### src/rtl/dmem_access_ctrl.sv
// Single-port data memory controller: arbitrates the MEM stage against a
// debug/loader port and runs a word-per-cycle clear sequencer.
module dmem_access_ctrl #(
  parameter int DATA_W     = 32,
  parameter int ADDR_W     = 8,
  parameter int STARVE_LIM = 4
) (
  input  logic              clk,
  input  logic              rst,
  input  logic              mem_en_m,
  input  logic              mem_we_m,
  input  logic [31:0]       addr_m,
  input  logic [DATA_W-1:0] wdata_m,
  output logic [DATA_W-1:0] rdata_m,
  output logic              stall_m,
  output logic              oob_m,
  input  logic              dbg_req,
  input  logic              dbg_we,
  input  logic [ADDR_W-1:0] dbg_addr,
  input  logic [DATA_W-1:0] dbg_wdata,
  output logic              dbg_ack,
  output logic [DATA_W-1:0] dbg_rdata,
  input  logic              clr_start,
  output logic              busy,
  output logic [ADDR_W-1:0] ram_addr,
  output logic [DATA_W-1:0] ram_wdata,
  output logic              ram_we,
  input  logic [DATA_W-1:0] ram_rdata
);

  typedef enum logic [1:0] {CLEAR, RUN, DACK} state_t;

  localparam int SC_W = $clog2(STARVE_LIM + 1);
  localparam logic [SC_W-1:0] LIM = SC_W'(STARVE_LIM);

  state_t            state_q, state_d;
  logic [ADDR_W-1:0] clr_cnt_q, clr_cnt_d;
  logic [SC_W-1:0]   starve_cnt_q, starve_cnt_d;
  logic [DATA_W-1:0] dbg_rdata_q, dbg_rdata_d;
  logic              dbg_ack_q, dbg_ack_d;
  logic              busy_q, busy_d;
  logic              in_range, dbg_grant, pipe_grant;

  always_comb begin
    in_range     = (addr_m[31:ADDR_W] == '0);
    dbg_grant    = 1'b0;
    pipe_grant   = 1'b0;
    stall_m      = mem_en_m;
    rdata_m      = '0;
    oob_m        = 1'b0;
    ram_we       = 1'b0;
    ram_addr     = addr_m[ADDR_W-1:0];
    ram_wdata    = wdata_m;
    state_d      = state_q;
    clr_cnt_d    = clr_cnt_q;
    starve_cnt_d = starve_cnt_q;
    dbg_rdata_d  = dbg_rdata_q;
    // Nothing is granted during a reset cycle; the flops restart the clear.
    if (!rst) begin
      case (state_q)
        CLEAR: begin
          ram_we    = 1'b1;
          ram_addr  = clr_cnt_q;
          ram_wdata = '0;
          clr_cnt_d = clr_cnt_q + ADDR_W'(1);
          if (clr_cnt_q == '1) state_d = RUN;
          if (!dbg_req) starve_cnt_d = '0;
        end
        default: begin
          dbg_grant  = (state_q == RUN) && dbg_req &&
                       (!mem_en_m || starve_cnt_q >= LIM);
          pipe_grant = !dbg_grant && mem_en_m;
          if (dbg_grant) begin
            ram_addr     = dbg_addr;
            ram_we       = dbg_we;
            ram_wdata    = dbg_wdata;
            dbg_rdata_d  = ram_rdata;
            starve_cnt_d = '0;
            state_d      = DACK;
          end else begin
            state_d = RUN;
            if (!dbg_req) starve_cnt_d = '0;
            else if (state_q == RUN && starve_cnt_q < LIM)
              starve_cnt_d = starve_cnt_q + SC_W'(1);
          end
          if (pipe_grant) begin
            stall_m = 1'b0;
            ram_we  = mem_we_m & in_range;
            rdata_m = in_range ? ram_rdata : '0;
            oob_m   = !in_range;
          end
          if (clr_start) begin
            state_d   = CLEAR;
            clr_cnt_d = '0;
          end
        end
      endcase
    end
    dbg_ack_d = (state_d == DACK);
    busy_d    = (state_d == CLEAR);
  end

  always_ff @(posedge clk) begin
    if (rst) begin
      state_q      <= CLEAR;
      clr_cnt_q    <= '0;
      starve_cnt_q <= '0;
      dbg_rdata_q  <= '0;
      dbg_ack_q    <= 1'b0;
      busy_q       <= 1'b1;
    end else begin
      state_q      <= state_d;
      clr_cnt_q    <= clr_cnt_d;
      starve_cnt_q <= starve_cnt_d;
      dbg_rdata_q  <= dbg_rdata_d;
      dbg_ack_q    <= dbg_ack_d;
      busy_q       <= busy_d;
    end
  end

  assign dbg_ack   = dbg_ack_q;
  assign dbg_rdata = dbg_rdata_q;
  assign busy      = busy_q;

endmodule

### config.mk
export PLATFORM = sky130hd
export DESIGN_NAME = dmem_access_ctrl
export DESIGN_NICKNAME = d
export VERILOG_FILES = /design/src/rtl/dmem_access_ctrl.sv
export SDC_FILE = /design/constraint.sdc
export NUM_CORES = 1
export LEC_CHECK = 0
export CAP_MARGIN = 20
export CORE_AREA = 2 2 98 100
export DETAILED_ROUTE_END_ITERATION = 12
export DIE_AREA = 0 0 100 102
export DONT_BUFFER_PORTS = 1
export SYNTH_ARGS = -nofsm -noshare
export SYNTH_HDL_FRONTEND = slang
export SYNTH_SLANG_ARGS = --single-unit
### constraint.sdc
create_clock -name clk -period 2.76 [get_ports clk]
set_clock_uncertainty 0.2 [all_clocks]
set_input_delay 0.276 -clock clk [delete_from_list [all_inputs] [get_ports clk]]
set_output_delay 0.276 -clock clk [all_outputs]
set_load 0.1 [all_outputs]
==> Word level (Yosys, flattened, before mapping) <==
Index checks and enable logic that the tools add are counted.
{ "op_classes": {"n_addsub": 2, "order_cmp": 2, "eq_ne": 5, "n_mux": 32, "bitwise": 2, "reduce_logical": 14} }
{ "ops": {"columns": ["operator", "n"], "rows": [
  ["32-bit two-way mux", 7],
  ["8-bit two-way mux", 5],
  ["24-bit zero test", 1],
  ["3-bit two-way mux", 5],
  ["1-bit two-way mux", 10],
  ["2-bit two-way mux", 5],
  ["8-bit by 1-bit adder with 8-bit output, second input constant", 1],
  ["8-bit == test, second input constant", 1],
  ["1-bit logical AND", 4],
  ["2-bit zero test", 2],
  ["2-bit AND reduction", 2],
  ["3-bit by 1-bit adder with 3-bit output, second input constant", 1],
  ["3-bit >= comparator, second input constant", 1],
  ["1-bit zero test", 3],
  ["3-bit < comparator, second input constant", 1],
  ["3-bit by 1-bit != test with 1-bit output, second input constant", 1],
  ["2-bit by 1-bit == test with 1-bit output, second input constant", 1],
  ["2-bit == test, second input constant", 1],
  ["2-bit != test, second input constant", 1],
  ["2-bit nonzero test", 1],
  ["1-bit AND", 1],
  ["1-bit logical OR", 1],
  ["1-bit inverter", 1]
]} }
{ "totals": {"ff_bits": 47, "inputBits": 143, "output_inout_bits": 109, "elab_cells": 63} }

==> Depth between registers and ports, before layout <==
{ "depth": {"word_depth": 8, "depth_mapped": 6, "depth_no_buf": 5} }

==> Least setup slack after synthesis <==
Ideal clock, no wire load.
{ "synth_timing": {"kind": "register to output", "from": "register state_q[1]", "to": "output ram_addr[0]", "t_arrival_ns": 2.740, "t_required_ns": 2.284, "path_slack_ns": -0.456, "path_stages_with_launch": 6, "n_path_buf": 1, "path_cell_list": "dfxtp_1 nand3b_1 nand2b_1 buf_2 a21oi_2 a2bb2oi_1"} }
{ "synth_via": {"elab_chain_len": 6, "elab_cells_between_ends": 7, "cone_classes": "eq/ne: 1; mux: 3; reduce/logical: 3"} }
{ "synth_rtl": {"columns": ["element", "line", "rtl"], "rows": [
  ["from (decl)", "36", "state_t state_q, state_d;"],
  ["from (signal assigned)", "112", "state_q <= state_d;"],
  ["2-bit by 1-bit == test with 1-bit output", "70", "dbg_grant = (state_q == RUN) && dbg_req &&"],
  ["1-bit logical AND (2 in a row)", "70", null],
  ["8-bit two-way mux", "73", "if (dbg_grant) begin"],
  ["8-bit two-way mux (*)", "60", "case (state_q)"],
  ["8-bit two-way mux (*)", "59", "if (!rst) begin"],
  ["to (decl)", "25", "output logic [ADDR_W-1:0] ram_addr,"]
]} }
Every way passes the cells marked *; elsewhere a longest branch is shown, timed or not.

==> Worst setup path in the final report <==
{ "layout_timing": {"from": "register state_q[0]", "to": "output rdata_m[29]"} }
{ "layout_via": {"elab_chain_len": 8, "elab_cells_between_ends": 9, "cone_classes": "eq/ne: 1; mux: 3; reduce/logical: 5"} }
{ "layout_rtl": {"columns": ["element", "line", "rtl"], "rows": [
  ["2-bit by 1-bit == test with 1-bit output", "70", null],
  ["1-bit logical AND (2 in a row)", "70", null],
  ["1-bit zero test", "72", "pipe_grant = !dbg_grant && mem_en_m;"],
  ["1-bit logical AND", "72", null],
  ["32-bit two-way mux", "86", "if (pipe_grant) begin"],
  ["32-bit two-way mux (*)", "60", null],
  ["32-bit two-way mux (*)", "59", null],
  ["to (decl)", "14", "output logic [DATA_W-1:0] rdata_m,"]
]} }
Marks and branches as above.

==> out/qor.yml <==
synthXorXnorAreaFrac_pct: 0
ctsRootBufferMaster: "clkbuf_8"
die_w_um: 100
worstSkewPairLatency_ns: 0.29
hold_start: "clr_start"
r2r_start: "state_q[0]"
htreeDepth: 2
grt_overflow_total: 0
end_kind: "output pin"
fin_area_um2: 4750
place_ws_ns: 0.226
viasPerCell: 5.48
grt_max_degree: 42
fin_cells: 549
max-vdd-ir-drop_uv: 226
cp.required_ns: 2.28
status: "complete, no violations"
final-hold-violation-count: 0
yosysSeqAreaShare_pct: 36.7
clock_sinks: 47
nFillCells: 814
finalSetupTns_ns: 0
async_reset_ff_share_pct: 0
slew_viol_final: 0
coreArea_um2: 9110
grtUsageMet1_pct: 25.8
cts_setup_buffers: 0
crit_cells: 6
rsz0062_at_grt: "false"
worstSetupStartpointType: "flop"
gr-usage-met3_pct: 7.66
crit_type: "flop to output pin"
min_period_ns: 2.60
io_pins: 252
area_growth_pct: 85.4
ant_nets: 0
synth_simple_gate_area_share_pct: 29.0
max_freq_mhz: 384
path_delay_family: "simple AND/OR/NAND/NOR gates"
dp.cells: 504
io_buffers: 0
antenna_found_initial: 1
synth_top_family_by_area: "simple AND/OR/NAND/NOR gates"
die_height_um: 102
ys_seq_elements: 47
route.vias.total: 3007
whs_endpoint: "busy"
fin_hold_ws_ns: 0.0300
worstPathArrival_ns: 2.13
synth_ff_type: "dfxtp_1"
tightest_slew_ns: 0.996
drc: 0
synthMuxAreaShare_pct: 1.27
dpl.hpwl_um: 9120
synth_compound_area_share_pct: 27.6
hold_class: "primary input to flop"
r2r_slack_ns: 0.61
dpl_cell_area_um2: 4250
drt_wl_total_um: 11900
setup_ws_ns: 0.158
leakage_nw: 1.79
slowest_stage: "dfxtp_1"
grt_use_total_pct: 22.0
r2r_end: "dbg_rdata[4]"
path_clk_slew_ns: 0.09
first_pass_iters: 4
synthCells: 331
crit_path_max_fanout: 16
cap_violations: 0
die_area_um2: 10200
power_density_nw_per_um2: 354
first_iter_violations: 108
slew-limit-headroom_pct: 33.5
ys_types: 38
cts_buffer_depth: 2
nets: 581
synth_fa_ha_area_share_pct: 0.977
syn_avg_cell_area_um2: 7.74
synth_edf_count: 0
path_cells: "or2_1, nand3_1, nor4_4, buf_4, and2_1, buf_12"
cts_inserted_buffers: 5
finalSetupViolCount: 0
synth_nets: 476
grt_pass1_vias: 3068
worst-r2r-cell-count: 6
floorplan.initialDensity_pct: 28.1
finalPower_mw: 1.68
netlist_area_um2: 2560
grt_pass1_wl_um: 17300
fin_crit_sh_pct: 94.3
cts_tree: "yes"
top_usage_layer: "met2"
met2_usage_pct: 38.4
cpPeakStageDelay_ns: 0.42
holdPathStages: 2
wl_per_cell_um: 21.7
yosysWarnings: 0
gp_congestion: 1.04
fp-row-count: 35
fin_util_pct: 52.1
critPathBufInv: 2
drive_gt1_share_pct: 26.6
-- cells in the mapped netlist (4+ instances only) --
cell	count	area (um2)
a22o_1	32	280
nor2_1	14	52.6
o22ai_1	9	56.3
nand2_1	72	270
nor4_1	6	37.5
a2bb2oi_1	8	70.1
and2_1	32	200
a21oi_1	40	200
dfxtp_1	47	941
o21ai_0	4	20.0
buf_2	8	40.0
clkbuf_1	13	48.8
and3_1	4	25.0
-- cell families (layout without fill, tap and decap cells) --
group	count (synthesis)	count (layout)
other cells	0	2
fa+ha+maj	2	2
simple gates	150	150
mux	3	3
buf+inv	27	132
flops	47	47
compound gates	102	102
-- cell usage in the layout, fill, tap and decap left out, types with 8 or more instances in the layout --
master / Yosys / routed
nor2_1: 14 / 14
nand2_1: 72 / 72
dlygate4sd3_1: 0 / 34
buf_12: 0 / 76
and2_1: 32 / 32
o22ai_1: 9 / 8
a22o_1: 32 / 32
a2bb2oi_2: 0 / 8
dfxtp_1: 47 / 47
a21oi_1: 40 / 40
buf_4: 0 / 9
-- state kept, by name (all words and copies together), names as in the netlist --
name	count
dbg_rdata	32
clr_cnt_q	8
starve_cnt_q	3
state_q	2
busy	1
dbg_ack	1
-- area by class of cell --
class | count | area, um2 | area share [%]
timing repair buffer | 123 | 1970 | 41.6
inverter | 2 | 7.51 | 0.158
multi-input combinational | 257 | 1590 | 33.5
sequential | 47 | 941 | 19.8
tap | 111 | 139 | 2.92
clock buffer | 6 | 82.6 | 1.74
clock inverter | 1 | 8.76 | 0.184
antenna | 2 | 5.00 | 0.105
-- where the power goes --
part,switching [mW],internal (mW),leakage [nW]
clock network,0.237,0.202,0.0477
registers,0.00516,0.681,0.379
logic,0.346,0.210,1.36
total,0.589,1.09,1.79
-- worst max path at each step --
stage	from	end	slack, ns
floorplan	state_q[1]	ram_addr[0]	-0.46
global placement	state_q[1]	ram_wdata[4]	0.27
detailed placement	state_q[1]	ram_wdata[4]	0.23
CTS	state_q[0]	ram_addr[7]	0.03
global route	state_q[0]	rdata_m[2]	0.02
finish	state_q[0]	rdata_m[29]	0.16
-- worst reg2reg max path, stage by stage (launching register included) --
cell,delay [ns]
dfxtp_1,0.42
nand3b_1,0.20
a21oi_4,0.22
buf_6,0.29
nand2_1,0.10
a21oi_1,0.12
dlygate4sd3_1,0.55
-- layer usage --
layer  part of all wire [%]  wire length, um  vias to the layer above
li1                       -                -                     1388
met1                     37             4430                     1418
met2                     49             5880                      183
met3                     11             1330                       16
met4                    2.2              263                        2
met5                   0.10               12                        -
-- what timing repair did --
| item | in CTS | in global routing |
|---|---|---|
| hold buffers | 35 | 0 |
| gates cloned | 0 | 1 |
| resized for setup | 3 | 6 |
| endpoints found under the setup margin | 37 | 60 |
| pin swaps | 0 | 1 |
| endpoints found under the hold margin | 46 | 0 |
Note: power is estimated with default switching activity, not from simulation.
